==> src/rtl/seg7_pkg.sv <==
// Shared types and constants for the seven-segment scan multiplexer.
package seg7_pkg;

    localparam logic [7:0] SEG7_ANODES_OFF = 8'hFF;

    typedef logic [3:0] nibble_t;

    typedef enum logic [1:0] {
        SLOT_IDLE  = 2'd0,
        SLOT_SHOW  = 2'd1,
        SLOT_GUARD = 2'd2
    } slot_state_t;

    // A single-digit display still needs a one-bit index.
    function automatic int seg7_idx_w(input int n);
        return (n > 1) ? $clog2(n) : 1;
    endfunction

endpackage

==> src/rtl/seg7_scan_mux_if.sv <==
// Host-facing bus of the scan multiplexer: value load strobe plus display drive outputs.
// load is a one-cycle write strobe with no ready; the scanner always accepts it and the last write before a frame boundary wins.
interface seg7_scan_mux_if #(
    parameter int NUM_DIGITS = 4
);
    localparam int IDX_W = seg7_pkg::seg7_idx_w(NUM_DIGITS);

    logic [4*NUM_DIGITS-1:0] value;
    logic [NUM_DIGITS-1:0]   dp_in;
    logic                    load;
    seg7_pkg::nibble_t       digit_nibble;
    logic [NUM_DIGITS-1:0]   anode_n;
    logic                    dp_n;
    logic [IDX_W-1:0]        digit_idx;
    logic                    frame_tick;
    seg7_pkg::slot_state_t   slot_state;

    modport master (
        output value, dp_in, load,
        input  digit_nibble, anode_n, dp_n, digit_idx, frame_tick, slot_state
    );

    modport slave (
        input  value, dp_in, load,
        output digit_nibble, anode_n, dp_n, digit_idx, frame_tick, slot_state
    );

endinterface

==> src/rtl/seg7_slot_timer.sv <==
// Slot counter and digit index; all strobes describe the state being entered on the next edge.
module seg7_slot_timer
    import seg7_pkg::*;
#(
    parameter int NUM_DIGITS   = 4,
    parameter int REFRESH_DIV  = 50000,
    parameter int BLANK_CYCLES = 2,
    localparam int IDX_W = seg7_idx_w(NUM_DIGITS)
) (
    input  logic             clk,
    input  logic             rst_n,
    output logic [IDX_W-1:0] idx_nxt,
    output logic             slot_first,
    output logic             show,
    output logic             frame_end
);

    localparam int CNT_W = $clog2(REFRESH_DIV);
    localparam logic [CNT_W-1:0] CNT_LAST = CNT_W'(REFRESH_DIV - 1);
    localparam logic [IDX_W-1:0] IDX_LAST = IDX_W'(NUM_DIGITS - 1);
    localparam logic [CNT_W:0]   SHOW_LEN = (CNT_W + 1)'(REFRESH_DIV - BLANK_CYCLES);

    logic             run;
    logic [CNT_W-1:0] cnt;
    logic [CNT_W-1:0] cnt_nxt;
    logic [IDX_W-1:0] idx;

    // The first edge after reset enters cnt=0/digit 0 rather than advancing past it.
    always_comb begin
        cnt_nxt   = '0;
        idx_nxt   = '0;
        frame_end = 1'b0;
        if (run) begin
            if (cnt == CNT_LAST) begin
                if (idx == IDX_LAST) begin
                    frame_end = 1'b1;
                end else begin
                    idx_nxt = idx + 1'b1;
                end
            end else begin
                cnt_nxt = cnt + 1'b1;
                idx_nxt = idx;
            end
        end
    end

    assign slot_first = (cnt_nxt == '0);
    assign show       = ({1'b0, cnt_nxt} < SHOW_LEN);

    always_ff @(posedge clk or negedge rst_n) begin
        if (!rst_n) begin
            run <= 1'b0;
            cnt <= '0;
            idx <= '0;
        end else begin
            run <= 1'b1;
            cnt <= cnt_nxt;
            idx <= idx_nxt;
        end
    end

endmodule

==> src/rtl/seg7_scan_mux.sv <==
// Frame-coherent 7-segment scanner with shadow/pending value registers and registered outputs.
// Optional leading-zero suppression: define SEG7_SCAN_LEADING_ZERO_BLANK_EN.
module seg7_scan_mux
    import seg7_pkg::*;
#(
    parameter int NUM_DIGITS   = 4,
    parameter int REFRESH_DIV  = 50000,
    parameter int BLANK_CYCLES = 2
) (
    input logic            clk,
    input logic            rst_n,
    seg7_scan_mux_if.slave bus
);

    localparam int IDX_W = seg7_idx_w(NUM_DIGITS);
    localparam logic [NUM_DIGITS-1:0] OFF = SEG7_ANODES_OFF[NUM_DIGITS-1:0];

    logic [IDX_W-1:0]        idx_nxt;
    logic                    slot_first, show, frame_end;
    logic [4*NUM_DIGITS-1:0] shadow, shadow_nxt, pending;
    logic [NUM_DIGITS-1:0]   shadow_dp, shadow_dp_nxt, pending_dp;
    logic                    pending_valid;
    logic [NUM_DIGITS-1:0]   suppress;

    seg7_slot_timer #(
        .NUM_DIGITS  (NUM_DIGITS),
        .REFRESH_DIV (REFRESH_DIV),
        .BLANK_CYCLES(BLANK_CYCLES)
    ) u_timer (
        .clk       (clk),
        .rst_n     (rst_n),
        .idx_nxt   (idx_nxt),
        .slot_first(slot_first),
        .show      (show),
        .frame_end (frame_end)
    );

    // A load landing on the boundary cycle goes straight to the display.
    always_comb begin
        shadow_nxt    = shadow;
        shadow_dp_nxt = shadow_dp;
        if (frame_end) begin
            if (bus.load) begin
                shadow_nxt    = bus.value;
                shadow_dp_nxt = bus.dp_in;
            end else if (pending_valid) begin
                shadow_nxt    = pending;
                shadow_dp_nxt = pending_dp;
            end
        end
    end

`ifdef SEG7_SCAN_LEADING_ZERO_BLANK_EN
    always_comb begin
        logic upper_zero;
        upper_zero = 1'b1;
        suppress   = '0;
        for (int k = NUM_DIGITS - 1; k >= 1; k--) begin
            upper_zero  = upper_zero && (shadow_nxt[4*k +: 4] == 4'h0);
            suppress[k] = upper_zero && !shadow_dp_nxt[k];
        end
    end
`else
    assign suppress = '0;
`endif

    always_ff @(posedge clk or negedge rst_n) begin
        if (!rst_n) begin
            pending       <= '0;
            pending_dp    <= '0;
            pending_valid <= 1'b0;
            shadow        <= '0;
            shadow_dp     <= '0;
        end else begin
            if (bus.load) begin
                pending    <= bus.value;
                pending_dp <= bus.dp_in;
            end
            pending_valid <= frame_end ? 1'b0 : (pending_valid | bus.load);
            shadow        <= shadow_nxt;
            shadow_dp     <= shadow_dp_nxt;
        end
    end

    always_ff @(posedge clk or negedge rst_n) begin
        if (!rst_n) begin
            bus.anode_n      <= OFF;
            bus.dp_n         <= 1'b1;
            bus.digit_nibble <= '0;
            bus.digit_idx    <= '0;
            bus.frame_tick   <= 1'b0;
            bus.slot_state   <= SLOT_IDLE;
        end else begin
            bus.digit_idx  <= idx_nxt;
            bus.frame_tick <= slot_first && (idx_nxt == '0);
            if (show) begin
                bus.slot_state   <= SLOT_SHOW;
                bus.digit_nibble <= shadow_nxt[4*int'(idx_nxt) +: 4];
                if (suppress[idx_nxt]) begin
                    bus.anode_n <= OFF;
                    bus.dp_n    <= 1'b1;
                end else begin
                    bus.anode_n <= ~(NUM_DIGITS'(1) << idx_nxt);
                    bus.dp_n    <= ~shadow_dp_nxt[idx_nxt];
                end
            end else begin
                bus.slot_state <= SLOT_GUARD;
                bus.anode_n    <= OFF;
                bus.dp_n       <= 1'b1;
            end
        end
    end

endmodule
==> src/flat_wrapper.sv <==
// flat-port wrapper written by rule: the top's interface ports become plain ports
module seg7_scan_mux_flat import seg7_pkg::*;
#(
    parameter int NUM_DIGITS   = 4,
    parameter int REFRESH_DIV  = 50000,
    parameter int BLANK_CYCLES = 2
)
  (clk, rst_n, bus_value, bus_dp_in, bus_load, bus_digit_nibble, bus_anode_n, bus_dp_n, bus_digit_idx, bus_frame_tick, bus_slot_state);
  seg7_scan_mux_if #(.NUM_DIGITS(NUM_DIGITS)) bus_i ();
  input logic clk;
  input logic rst_n;
  input wire logic [$bits(bus_i.value)-1:0] bus_value;
  input wire logic [$bits(bus_i.dp_in)-1:0] bus_dp_in;
  input wire logic [$bits(bus_i.load)-1:0] bus_load;
  output wire logic [$bits(bus_i.digit_nibble)-1:0] bus_digit_nibble;
  output wire logic [$bits(bus_i.anode_n)-1:0] bus_anode_n;
  output wire logic [$bits(bus_i.dp_n)-1:0] bus_dp_n;
  output wire logic [$bits(bus_i.digit_idx)-1:0] bus_digit_idx;
  output wire logic [$bits(bus_i.frame_tick)-1:0] bus_frame_tick;
  output wire logic [$bits(bus_i.slot_state)-1:0] bus_slot_state;
  assign bus_i.value = bus_value;
  assign bus_i.dp_in = bus_dp_in;
  assign bus_i.load = bus_load;
  assign bus_digit_nibble = bus_i.digit_nibble;
  assign bus_anode_n = bus_i.anode_n;
  assign bus_dp_n = bus_i.dp_n;
  assign bus_digit_idx = bus_i.digit_idx;
  assign bus_frame_tick = bus_i.frame_tick;
  assign bus_slot_state = bus_i.slot_state;
  seg7_scan_mux #(.NUM_DIGITS(NUM_DIGITS), .REFRESH_DIV(REFRESH_DIV), .BLANK_CYCLES(BLANK_CYCLES)) u_core (.clk(clk), .rst_n(rst_n), .bus(bus_i));
endmodule
==> config.mk <==
export PLATFORM = sky130hd
export DESIGN_NAME = seg7_scan_mux_flat
export DESIGN_NICKNAME = d
export VERILOG_FILES = /design/src/rtl/seg7_pkg.sv /design/src/rtl/seg7_scan_mux_if.sv /design/src/rtl/seg7_slot_timer.sv /design/src/rtl/seg7_scan_mux.sv /design/src/flat_wrapper.sv
export SDC_FILE = /design/constraint.sdc
export NUM_CORES = 1
export LEC_CHECK = 0
export CAP_MARGIN = 20
export CORE_UTILIZATION = 58
export CTS_BUF_LIST = sky130_fd_sc_hd__clkbuf_4 sky130_fd_sc_hd__clkbuf_8
export DETAILED_ROUTE_END_ITERATION = 16
export HOLD_SLACK_MARGIN = 0.06
export PLACE_DENSITY = 0.88
export SYNTH_ARGS = -nofsm -noshare
export SYNTH_HDL_FRONTEND = slang
export SYNTH_SLANG_ARGS = --single-unit
export TNS_END_PERCENT = 30
==> constraint.sdc <==
create_clock -name clk -period 2.8 [get_ports clk]
set_input_delay 0.28 -clock clk [delete_from_list [all_inputs] [get_ports clk]]
set_output_delay 0.28 -clock clk [all_outputs]
set_load 0.01 [all_outputs]
==> results.cfg <==
[timing]
rsz0062_at_grt = false
fin_tns_setup_ns = 0
slew_headroom_pct = 45.30
setup_violations = 0
finalMaxSlewViolations = 0
worstMarginPinSlew_ns = 0.8205
hold_slack_ns = 0.4989
fmax_mhz = 381.2
period_share_pct = 93.68
worst_clock_skew_ns = 0.005689
finalCriticalPeriod_ns = 2.623
hold_viol = 0

[logic_synthesis]
ys_ff_latch = 72
syn_inst = 246
synth_area_leader_cell = dfrtp_1
synth_area_um2 = 3261
ys_top_cells_by_area = dfrtp_1 51%, mux2_2 12%, dfstp_2 4.0%, mux2i_1 4.0%, xnor2_1 3.0%
seq_area_frac_synth_pct = 55.45
syn_nets = 271
ys_warn_count = 0
yosysTopAreaCellShare_pct = 51.42
syn_avg_cell_area_um2 = 13.25
synth_cell_types = 47

[pwr]
p_clk_share_pct = 38.7
p_leak_nw = 1.756
intPower_mw = 1.590
p_seq_share_pct = 53.3
power_density_nw_per_um2 = 532.4
p_sw_share_pct = 23.55
switching_power_mw = 0.4897
pwr-share-comb_pct = 8.0
peakVddDrop_mv = 0.3841

[setup_path]
end_kind = flop
worstSetupPathType = flop to flop
crit_chain = ha_1, and3_2, nand4_2, nor4_4, buf_12, mux2_2, mux2i_1, mux2i_1, mux2_4
critPathLaunchType = flop
cp.required_ns = 3.04
crit_fanout = 20
cp.arrival_ns = 2.86
slowest_delay_ns = 0.46
crit_top_cell = mux2i_1
crit_buf_inv = 1
critPathTopFamily = multiplexers
critPathSlowestCell = dfrtp_1

[clock_network]
numCtsBuffers = 9
cts_max_level = 3
cts_setup_buffers = 0
insertion_delay_ns = 0.35
cts_tree = built
cts.sinks = 72
clockRootBuffer = clkbuf_8
cts_buffer_depth = 2
clk_pin_slew_ns = 0.08

[placed_design]
dp_hpwl_um = 4272
place_congestion = 0.8457
dp.cells = 351
portBuffers = 36

[die]
start_util_pct = 61.87
core_area_um2 = 5270
die-area_um2 = 5926
die_y_um = 76.98
pin_count = 37
rows = 26
fp.dieW_um = 76.98

[detailed_routing]
routed_wl_um = 6089
routedWlPerCell_um = 16.55
drc = 0
vias_per_cell = 5.601
via_count = 2061
ant_nets = 0
drtPass1Iterations = 4
initialDrtViolationCount = 137

[finish]
area_growth_pct = 19.80
layoutNonFillerInstCount = 368
final_cell_mix = 67 x dfrtp_1, 36 x mux2_2, 35 x clkdlybuf4s50_1
drive_gt1_share_pct = 29.87
layout.nets = 318
nFillCells = 356
antennaDiodeCount = 0
layout_commonest_cell = dfrtp_1

[global_route]
grt_first_pass_wirelength_um = 10110
gr-usage-all-layers_pct = 23.06
grt_pass1_vias = 2051
grt_max_degree = 38
overflow = 0
antenna_found_initial = 0

[flow_run]
maxCapViolations = 0

[hold_path]
holdCritPathClass = flop to flop

[run_status]
status = completed
## sequential cells by signal (all words and copies together) (netlist names)
register                 flops
u_core.pending              16
u_core.bus.slot_state        2
u_core.bus.digit_nibble      4
u_core.shadow_dp             4
u_core.shadow               16
u_core.u_timer.run           1
u_core.u_timer.cnt          16
u_core.pending_dp            4
u_core.bus.frame_tick        1
u_core.bus.dp_n              1
u_core.pending_valid         1
u_core.bus.digit_idx         2
u_core.bus.anode_n           4
## cell usage after synthesis, drive strengths merged
library cell	count
and2	3
nor3	5
and4b	1
or3	2
nor3b	1
o2bb2ai	1
ha	2
mux2i	13
and4	1
nand3	8
a22o	1
o2111ai	1
xor2	3
dfstp	5
nand2	9
dfrtp	67
a22oi	1
and4bb	1
a211o	2
nor2	19
xnor2	11
a21oi	2
nand4	6
or4	1
and3	5
o21ai	2
buf	10
o22a	1
inv	9
conb	1
nand2b	2
mux2	42
a21o	2
nor4	6
## per-stage QoR
step / power [mW] / cell area [um^2] / util, % / setup WS [ns]
final: 2.080 / 3906 / 74.12 / 0.1770
after global routing: 2.167 / 3906 / 74.12 / 0.04242
after CTS: 2.095 / 3904 / 74.07 / 0.1331
after detailed placement: 1.294 / 3699 / 70.18 / 0.1494
after global placement: 1.284 / 3699 / 70.18 / 0.2187
after floorplan: 1.205 / 3261 / - / 0.3203
## area by class of cell
class	instances	area [um^2]	share of cell area, %
sequential	72	1808	46.28
multi-input combinational	155	1321	33.82
timing repair buffer	46	457.9	11.72
clock buffer	9	123.9	3.171
tap	70	87.58	2.242
clock inverter	7	71.32	1.826
inverter	9	36.28	0.9289
## power groups by stage
stage	sequential (mW)	combinational [mW]	clock [mW]
after global routing	1.11	0.183	0.870
after detailed placement	1.13	0.166	0
after CTS	1.11	0.168	0.818
after global placement	1.12	0.160	0
after floorplan	1.12	0.0816	0
final	1.11	0.166	0.806
## logic make-up (layout without fill, tap and decap cells)
| logic type | Yosys count | in the layout | synth area share [%] |
|---|---|---|---|
| flip-flops | 72 | 72 | 55.45 |
| AND/OR/NAND/NOR | 70 | 70 | 13.24 |
| multiplexers | 55 | 55 | 18.96 |
| buffers and inverters | 19 | 71 | 4.375 |
| XOR/XNOR | 14 | 14 | 3.761 |
| AO/OA/AOI/OAI | 13 | 13 | 3.339 |
| adder cells (fa/ha/maj) | 2 | 2 | 0.7673 |
| other | 1 | 1 | 0.1150 |
## what timing repair did
item | 4_1_cts | 5_1_grt
hold endpoints to repair | 34 | 0
hold buffers | 1 | 0
endpoints found under the setup margin | 0 | 5
resized for setup | 0 | 2
## layer usage
layer  GRT usage, %  up-vias  part of all wire [%]
met5              0        -                     0
met4          10.00        0                   2.0
met3          6.310       12                   5.5
met2          32.05       54                    43
met1          33.90     1032                    49
li1               -      963                     -
## worst paths after layout
check	from	end	slack (ns)	cells past startpoint
setup / recovery	u_core.u_timer.cnt[0]	u_core.bus.digit_nibble[3]	0.18	9
max in group asynchronous	rst_n	u_core.bus.dp_n	1.51	3
hold / removal	u_core.pending[7]	u_core.pending[7]	0.50	1
hold reg to reg	u_core.pending[7]	u_core.pending[7]	0.50	1
min in group asynchronous	rst_n	u_core.pending[1]	0.56	2
setup reg to reg	u_core.u_timer.cnt[0]	u_core.bus.digit_nibble[3]	0.18	9
## worst register-to-register path: cells and delay by family (launching register included)
kind | cells | cell delay (ns)
AND/OR/NAND/NOR | 3 | 0.69
buffers and inverters | 1 | 0.20
multiplexers | 4 | 0.89
adder cells (fa/ha/maj) | 1 | 0.26
flip-flops | 1 | 0.46
Note: power is estimated with default switching activity, not from simulation.
